[src/rtl/chord_mixer_if.sv]
// chord_mixer_if: voice inputs, frame control and mixed output of the chord mixer
interface chord_mixer_if #(
    parameter int NUM_VOICES   = 3,
    parameter int SAMPLE_WIDTH = 16
);
    logic                                 generate_next_sample;
    logic [NUM_VOICES*SAMPLE_WIDTH-1:0]   voice_sample;
    logic [NUM_VOICES-1:0]                voice_ready;
    logic [NUM_VOICES-1:0]                voice_active;
    logic                                 mode;
    logic signed [SAMPLE_WIDTH-1:0]       mixed_sample;
    logic                                 mixed_valid;
    logic [NUM_VOICES-1:0]                missed_voices;
    logic                                 overrun;
    logic                                 busy;

    modport master (
        output generate_next_sample, voice_sample, voice_ready, voice_active, mode,
        input  mixed_sample, mixed_valid, missed_voices, overrun, busy
    );
    modport slave (
        input  generate_next_sample, voice_sample, voice_ready, voice_active, mode,
        output mixed_sample, mixed_valid, missed_voices, overrun, busy
    );
endinterface

[src/rtl/chord_mixer.sv]
// chord_mixer: collects one sample per active voice, sums them sequentially, then saturates or scales+saturates
module chord_mixer #(
    parameter int NUM_VOICES   = 3,
    parameter int SAMPLE_WIDTH = 16,
    parameter int SHIFT        = 2,
    parameter int TIMEOUT      = 64
) (
    input logic          clk,
    input logic          reset,
    chord_mixer_if.slave bus
);
    localparam int W  = SAMPLE_WIDTH;
    localparam int N  = NUM_VOICES;
    localparam int AW = W + $clog2(N) + 1;
    localparam int IW = N > 1 ? $clog2(N) : 1;
    localparam int TW = $clog2(TIMEOUT) + 1;
    localparam logic signed [AW-1:0] SMAX = {{(AW-W+1){1'b0}}, {(W-1){1'b1}}};
    localparam logic signed [AW-1:0] SMIN = {{(AW-W+1){1'b1}}, {(W-1){1'b0}}};

    typedef enum logic [1:0] {IDLE, COLLECT, ACCUM, OUTPUT} state_t;

    state_t                state, state_nx;
    logic [N-1:0]          active_q, got, lat, take, got_final, missed_q;
    logic                  mode_q, overrun_q, collect_done, last;
    logic signed [W-1:0]   samp [N];
    logic [TW-1:0]         timer;
    logic [IW-1:0]         idx;
    logic signed [AW-1:0]  acc, sum, scaled;
    logic signed [W-1:0]   sat, mixed_q;

    always_comb begin
        // In IDLE the got mask is logically cleared, so only the live active mask gates readies
        lat = bus.voice_ready & (state == IDLE ? bus.voice_active : active_q & ~got);
        take = lat & {N{state == IDLE ? bus.generate_next_sample : state == COLLECT}};
        got_final = got | lat;
        collect_done = got_final == active_q || timer == TW'(TIMEOUT - 1);
        last = idx == IW'(N - 1);
        sum = acc + (got[idx] ? AW'(samp[idx]) : '0);
        scaled = mode_q ? sum >>> SHIFT : sum;
        sat = scaled > SMAX ? SMAX[W-1:0] : scaled < SMIN ? SMIN[W-1:0] : scaled[W-1:0];
    end

    always_ff @(posedge clk or posedge reset) begin
        if (reset) state <= IDLE;
        else state <= state_nx;
    end

    always_comb begin
        state_nx = state;
        case (state)
            IDLE:    state_nx = bus.generate_next_sample ? COLLECT : IDLE;
            COLLECT: state_nx = collect_done ? ACCUM : COLLECT;
            ACCUM:   state_nx = last ? OUTPUT : ACCUM;
            default: state_nx = IDLE;
        endcase
    end

    always_ff @(posedge clk or posedge reset) begin
        if (reset) begin
            active_q  <= '0;
            mode_q    <= 1'b0;
            got       <= '0;
            timer     <= '0;
            idx       <= '0;
            acc       <= '0;
            mixed_q   <= '0;
            missed_q  <= '0;
            overrun_q <= 1'b0;
            for (int i = 0; i < N; i++) samp[i] <= '0;
        end else begin
            overrun_q <= bus.generate_next_sample && state != IDLE;
            for (int i = 0; i < N; i++)
                if (take[i]) samp[i] <= bus.voice_sample[i*W +: W];
            case (state)
                IDLE: if (bus.generate_next_sample) begin
                    active_q <= bus.voice_active;
                    mode_q   <= bus.mode;
                    got      <= lat;
                    timer    <= '0;
                    idx      <= '0;
                    acc      <= '0;
                end
                COLLECT: begin
                    got   <= got_final;
                    timer <= timer + TW'(1);
                    if (collect_done) missed_q <= active_q & ~got_final;
                end
                ACCUM: begin
                    acc <= sum;
                    idx <= idx + IW'(1);
                    if (last) mixed_q <= sat;
                end
                default: ;
            endcase
        end
    end

    assign bus.mixed_sample  = mixed_q;
    assign bus.mixed_valid   = state == OUTPUT;
    assign bus.missed_voices = missed_q;
    assign bus.overrun       = overrun_q;
    assign bus.busy          = state != IDLE;
endmodule

[src/flat_wrapper.sv]
// flat-port wrapper written by rule: the top's interface ports become plain ports
module chord_mixer_flat 
#(
    parameter int NUM_VOICES   = 3,
    parameter int SAMPLE_WIDTH = 16,
    parameter int SHIFT        = 2,
    parameter int TIMEOUT      = 64
)
  (clk, reset, bus_generate_next_sample, bus_voice_sample, bus_voice_ready, bus_voice_active, bus_mode, bus_mixed_sample, bus_mixed_valid, bus_missed_voices, bus_overrun, bus_busy);
  chord_mixer_if #(.NUM_VOICES(NUM_VOICES), .SAMPLE_WIDTH(SAMPLE_WIDTH)) bus_i ();
  input logic clk;
  input logic reset;
  input wire logic [$bits(bus_i.generate_next_sample)-1:0] bus_generate_next_sample;
  input wire logic [$bits(bus_i.voice_sample)-1:0] bus_voice_sample;
  input wire logic [$bits(bus_i.voice_ready)-1:0] bus_voice_ready;
  input wire logic [$bits(bus_i.voice_active)-1:0] bus_voice_active;
  input wire logic [$bits(bus_i.mode)-1:0] bus_mode;
  output wire logic [$bits(bus_i.mixed_sample)-1:0] bus_mixed_sample;
  output wire logic [$bits(bus_i.mixed_valid)-1:0] bus_mixed_valid;
  output wire logic [$bits(bus_i.missed_voices)-1:0] bus_missed_voices;
  output wire logic [$bits(bus_i.overrun)-1:0] bus_overrun;
  output wire logic [$bits(bus_i.busy)-1:0] bus_busy;
  assign bus_i.generate_next_sample = bus_generate_next_sample;
  assign bus_i.voice_sample = bus_voice_sample;
  assign bus_i.voice_ready = bus_voice_ready;
  assign bus_i.voice_active = bus_voice_active;
  assign bus_i.mode = bus_mode;
  assign bus_mixed_sample = bus_i.mixed_sample;
  assign bus_mixed_valid = bus_i.mixed_valid;
  assign bus_missed_voices = bus_i.missed_voices;
  assign bus_overrun = bus_i.overrun;
  assign bus_busy = bus_i.busy;
  chord_mixer #(.NUM_VOICES(NUM_VOICES), .SAMPLE_WIDTH(SAMPLE_WIDTH), .SHIFT(SHIFT), .TIMEOUT(TIMEOUT)) u_core (.clk(clk), .reset(reset), .bus(bus_i));
endmodule
[config.mk]
export PLATFORM = sky130hd
export DESIGN_NAME = chord_mixer_flat
export DESIGN_NICKNAME = d
export VERILOG_FILES = /design/src/rtl/chord_mixer_if.sv /design/src/rtl/chord_mixer.sv /design/src/flat_wrapper.sv
export SDC_FILE = /design/constraint.sdc
export NUM_CORES = 1
export LEC_CHECK = 0
export ABC_AREA = 1
export ABC_CLOCK_PERIOD_IN_PS = 3600
export CELL_PAD_IN_SITES_DETAIL_PLACEMENT = 0
export CELL_PAD_IN_SITES_GLOBAL_PLACEMENT = 1
export CORE_MARGIN = 2
export CORE_UTILIZATION = 38
export CTS_BUF_LIST = sky130_fd_sc_hd__clkbuf_2
export DETAILED_ROUTE_END_ITERATION = 7
export PLACE_DENSITY = 0.9
export SETUP_SLACK_MARGIN = 0.05
export SLEW_MARGIN = 25
export SYNTH_ARGS = -nofsm -noshare
export SYNTH_HDL_FRONTEND = slang
export SYNTH_SLANG_ARGS = --single-unit
[constraint.sdc]
create_clock -name clk -period 3.6 [get_ports clk]
set_input_delay 0.72 -clock clk [delete_from_list [all_inputs] [get_ports clk]]
set_output_delay 0.72 -clock clk [all_outputs]
set_load 0.02 [all_outputs]
== Yosys cells after proc, flatten, opt, wreduce, memory -nomap -nowiden ==
Index checks and enable logic that the tools add are counted.
Storage, ports and cells
  register bits after elaboration: 105
  input bits: 58
  output and inout port bits: 22
  word-level logic and storage cells: 69
Operators by class
  add/sub/neg operators: 3
  magnitude comparators: 4
  equal/unequal tests: 7
  multiplexer cells: 23
  bitwise gates (word level): 8
  reduce and logical (&&, ||, !) cells: 11
Operator list (count)
  $mux 16: 4
  $mux 19: 2
  $pmux 19 s2: 1
  $bmux 16 s2: 1
  $add 19x19->19: 1
  $gt 19x16->1 const B: 1
  $lt 19x16->1 const B: 1
  $mux 18: 1
  $pmux 7 s2: 1
  $and 3x3->3: 4
  $reduce_and 2->1: 5
  $add 7x1->7 const B: 1
  $eq 7x6->1 const B: 1
  $mux 7: 1
  $eq 2x2->1 const B: 3
  $mux 3: 2
  $not 3->3: 2
  $pmux 2 s3: 1
  $pmux 3 s2: 1
  $reduce_bool 2->1: 3
  $mux 1: 4
  $mux 2: 2
  $pmux 2 s2: 1
  $eq 3x3->1: 1
  other kinds (11): 11

== Longest topological paths before layout ==
  depth in word-level cells: 10
  depth in mapped cells: 28
  gate-level depth less buffers: 26

== Least setup slack after synthesis ==
OpenSTA, ideal clock, no wires.
  path type: reg-to-reg
  start: register u_core.idx[0]
  end: register u_core.mixed_q[8], in the netlist u_core.bus.mixed_sample[8]
  setup time: 0.116 ns
  arrival time: 2.840 ns
  required time: 3.484 ns
  path slack: 0.643 ns
  stages on the path, launching flop included: 26
  path buffers: 2
  clock period less this slack: 2.957 ns
  cells stage by stage: dfrtp_1 -> inv_2 -> clkbuf_1 -> a21oi_1 -> o21ai_0 -> o21ai_0 -> nand2_1 -> inv_1 -> ha_1 -> inv_1 -> fa_1 -> inv_1 -> nand2_1 -> nand2_1 -> nand3_1 -> nand2_1 -> nand2_1 -> nand3_1 -> nand2_1 -> nand2_1 -> nand3_1 -> o21ai_4 -> buf_6 -> nand2_1 -> nand2_1 -> nand2_1
Between the ends
  longest elaborated chain between the ends: 10
  elaborated cells on any way between the ends: 15
  those cells by class: add/sub: 1; order compare: 2; eq/ne: 1; mux: 9; bitwise: 1; reduce/logical: 1
RTL lines
  start, declared: RTL line chord_mixer.sv:27  | logic [IW-1:0] idx;
  start signal, assigned: RTL line chord_mixer.sv:90  | idx <= idx + IW'(1);
  $not 2->3 (not written as such): RTL line chord_mixer.sv:38  | sum = acc + (got[idx] ? AW'(samp[idx]) : '0);
  $bmux 16 s2: RTL line chord_mixer.sv:38
  $mux 16 (not written as such) (2 in series): RTL line chord_mixer.sv:38
  $mux 19: RTL line chord_mixer.sv:38
  $add 19x19->19: RTL line chord_mixer.sv:38
  $mux 18: RTL line chord_mixer.sv:39  | scaled = mode_q ? sum >>> SHIFT : sum;
  $lt 19x16->1: RTL line chord_mixer.sv:40  | sat = scaled > SMAX ? SMAX[W-1:0] : scaled < SMIN ? SMIN[W-1:0] : scaled[W-1:0];
  $mux 16 (2 in series): RTL line chord_mixer.sv:40
  end signal, assigned: RTL line chord_mixer.sv:91  | if (last) mixed_q <= sat;
  end, declared: RTL line chord_mixer.sv:29  | logic signed [W-1:0] sat, mixed_q;
Several ways; a longest one is shown, not always the timed one. The select of a mux whose other input is x is not followed.
A chain may end at the register's enable or synchronous reset.

== Worst setup path in the final report ==
  start: register u_core.idx[0]
  end: register u_core.mixed_q[0], in the netlist u_core.bus.mixed_sample[0]
Same word-level chain as after synthesis.

==> results.txt <==
- Post-synthesis cell type with the largest combined area: dfrtp_1
- Crit path max-delay cell type: dfrtp_2
- Standard cell core area: 15770 um^2
- Summed over all layers, the routed wires come to 14340 um.
- In this run, synthesis produced a sequential element count of 105.
- The first detailed-routing pass ran for 4 iterations.
* Leak pwr: 3.768 nW
- Static timing analysis puts the maximum clock frequency at 309.8 MHz.
* Nets: 963
- Cell row count: 46
- For this run, the leading register cell type out of synthesis is dfrtp_1.
- The final hold violation count is 0.
- Share of flip-flops with an asynchronous set or reset after synthesis: 100.0%
* Post-DP HPWL: 10660 um
- Leading cell type by number of instances after synthesis: nand2_1
- Overall power consumption: 6.520 mW
- Number of H-tree levels: 3
- Slew Limit Headroom: 56.69%
- Across the routed clock network, the largest skew measured is 0.04677 ns.
* Number of design-rule violations left by the first detailed-router iteration: 310
* Critical path class: register to register
* Clock input transition at the sequential cells of the worst setup and hold paths: 0.31 ns
* Area grow syn2layout: 20.47%
- CTS saw 105 sinks.
- Power Dens Cells: 890.9 nW/um^2
- Area share of the leading cell type in the synthesized netlist: 43.25%
- Setup repair after global routing left no endpoint under its margin.
* Total placed cells including tap cells: 1081
- Via count: 5179
* Dominant cells by area after synthesis: dfrtp_1 43%, nand2_1 17%, o21ai_0 8.2%, inv_1 6.6%, ha_1 4.7%
* Number of instances in the synthesized netlist: 801
* Yosys warns: 0
* Cell at the root of the clock tree: clkbuf_2
* Tot GR Track Use: 18.10%
- At the later pin of the worst-skew pair, clock insertion delay measures 0.65 ns.
* Final-layout setup total negative slack: 0 ns
- Worst vdd ir: 0.3736 mV
- A synthesized cell averages 7.584 um^2.
* Arrival time at the worst endpoint: 3.76 ns
- Hold_buf cts: 0
* DRC violation count after routing: 0
- Status: completed
* Buffers from clock root to sink, at most: 2
* Number of antenna violations at the first check in global routing: 1
- Post-synthesis net count: 883
- Nature of the critical path endpoint: register
- Part of the Yosys area used for sequential elements: 43.25%
* Area of the multi-input gates: 2932 um^2
* Worst Hold Slack: 0.4090 ns
- Summing all flip-flop and latch instances after layout gives 2629 um^2.
- Count of fill cells added during filler insertion: 1607
- Die extent in y: 130.4 um
* Top-level port count: 80
* Layout cell share with drive strength beyond 1: 10.50%
* Largest net degree at the start of global routing: 70
- Number of synthesized flops with an enable pin: 0
- TritonCTS clock tree: done
* Slowest Stage Delay on Critical Path: 0.55 ns
- The path class of the tightest hold or removal check is primary input to asynchronous set/reset pin.
- Highest fanout seen on the critical path: 15
- Traced cell by cell, the critical path runs through nor2_4 -> clkinvlp_4 -> buf_4 -> o21ai_0 -> nand2_1 -> inv_1 -> ha_1 -> nand2_1 -> nand2_1 -> nand2_1 -> nand2_1 -> nand2_1 -> nand3_2 -> nand2_2 -> nand3_1 -> nand3_1 -> nand3_1 -> o21ai_4 -> buf_12 -> nand2_1 -> nand2_1 -> nand2_1.
* Detail-routed via count per cell: 4.695
- The number of global-route vias before repair was 4953.
- Required @ worst endpoint: 4.14 ns
- The count of nets left with antenna violations once routing finished came out at 0.
- The synthesized netlist contains 36 unique library cells.
- The first global-routing pass estimated 24010 um of wire.
* Netlist Area Pre-Place: 6075 um^2
* Average wire per cell in the routed design: 13.00 um
- Ranking of synthesized cells by instance count: 271 x nand2_1, 107 x inv_1, 105 x dfrtp_1, 100 x o21ai_0, 29 x nand3_1
- The smallest clock period supported by the final layout is computed as 3.228 ns.
- Critical Path Source Type: register
- CP most frequent cell: nand2_1
- IO buf count: 79
- Clock buffers created by TritonCTS: 9
* Initial Utilization: 38.52%
- The floorplan step defined a die boundary enclosing 17010 um^2.
- The congestion estimate from routability-driven global placement came to 0.8581.
* Pin slew with the least headroom to its limit: 0.6496 ns
- Max-cap violations in this run came to 0.
- Number of standard cells in the final layout excluding fillers: 1103
* Chip width: 130.4 um
- Final max-slew violation count: 0
- Share of the cycle needed by the critical path after routing: 89.67%
- Setup violations remaining at the end of the flow were counted as 0.
* Residual overflow from global routing: 0
-- critical path: cells and delay by family (launching register included) --
family,cells,cell delay [ns]
fa+ha+maj,1,0.30
buf+inv,4,0.51
simple gates,15,1.34
flops,1,0.55
compound gates,2,0.39
-- power breakdown --
group	internal, mW	leakage [nW]	total, mW	switching (mW)
clock network	0.169	0.0750	0.598	0.428
logic	1.56	2.34	3.95	2.39
registers	1.69	1.35	1.98	0.286
-- area by class of cell --
cell class	count	area share (%)
clock buffer	9	0.6155
timing repair buffer	92	12.48
tap	216	3.693
clock inverter	7	1.060
sequential	105	35.92
multi-input combinational	557	40.06
antenna	1	0.03419
inverter	116	6.138
-- metal layers --
| layer | track usage [%] | share of wire, % | vias up |
|---|---|---|---|
| met4 | 6.320 | 1.9 | 0 |
| met2 | 29.41 | 47 | 76 |
| met1 | 24.38 | 47 | 2387 |
| met3 | 3.502 | 3.8 | 17 |
| li1 | - | - | 2699 |
| met5 | 0 | 0 | - |
-- logic make-up after synthesis --
group | after synthesis | synth area share [%]
buf+inv | 139 | 9.104
fa+ha+maj | 24 | 5.067
simple gates | 360 | 24.88
xor+xnor | 9 | 1.298
mux | 19 | 3.501
compound gates | 145 | 12.89
flops | 105 | 43.25
-- what timing repair did --
action | CTS | global route
hold endpoints to repair | 0 | 0
gates resized for setup | 0 | 16
setup endpoints to repair | 0 | 15
setup buffers | 0 | 5
-- placed cells by master (no fill, tap or decap), drive strengths merged, types with 5 or more instances in the layout --
master and count:
nand2 285, inv 116, dfrtp 105, o21ai 101, clkdlybuf4s50 79, nand3 35
nor2 31, a21oi 29, ha 23, mux2 18, buf 13, clkbuf 9
xor2 6, a22o 6, or2 5, o22ai 5, clkinv 5
-- path summary, 6_finish.rpt --
| path | start | endpoint | slack, ns | cells after the start |
|---|---|---|---|---|
| worst max-delay path | u_core.idx[0] | u_core.bus.mixed_sample[0] | 0.37 | 22 |
| worst min-delay path | reset | u_core.acc[14] | 0.41 | 2 |
| worst max register to register | u_core.idx[0] | u_core.bus.mixed_sample[0] | 0.37 | 22 |
| worst min register to register | u_core.samp[15] | u_core.samp[15] | 0.52 | 2 |
| max in group asynchronous | reset | u_core.samp[47] | 2.45 | 3 |
| min in group clk | u_core.samp[15] | u_core.samp[15] | 0.52 | 2 |
-- metrics by stage --
stage	utilization, %	cell area [um^2]	setup WS, ns
after floorplan	-	6075	0.1195
after global placement	45.01	7098	0.2524
after detailed placement	45.01	7098	0.1703
after CTS	45.79	7221	0.07329
after global routing	46.41	7318	0.03819
final	46.41	7318	0.3718
-- sequential cells by signal, summed over array words and instances (netlist names) --
signal and count:
u_core.samp 48, u_core.acc 19, u_core.bus.mixed_sample 16, u_core.timer 7, u_core.active_q 3, u_core.bus.missed_voices 3, u_core.got 3, u_core.idx 2
u_core.state 2, u_core.bus.overrun 1, u_core.mode_q 1
(Power assumes the default switching activity.)
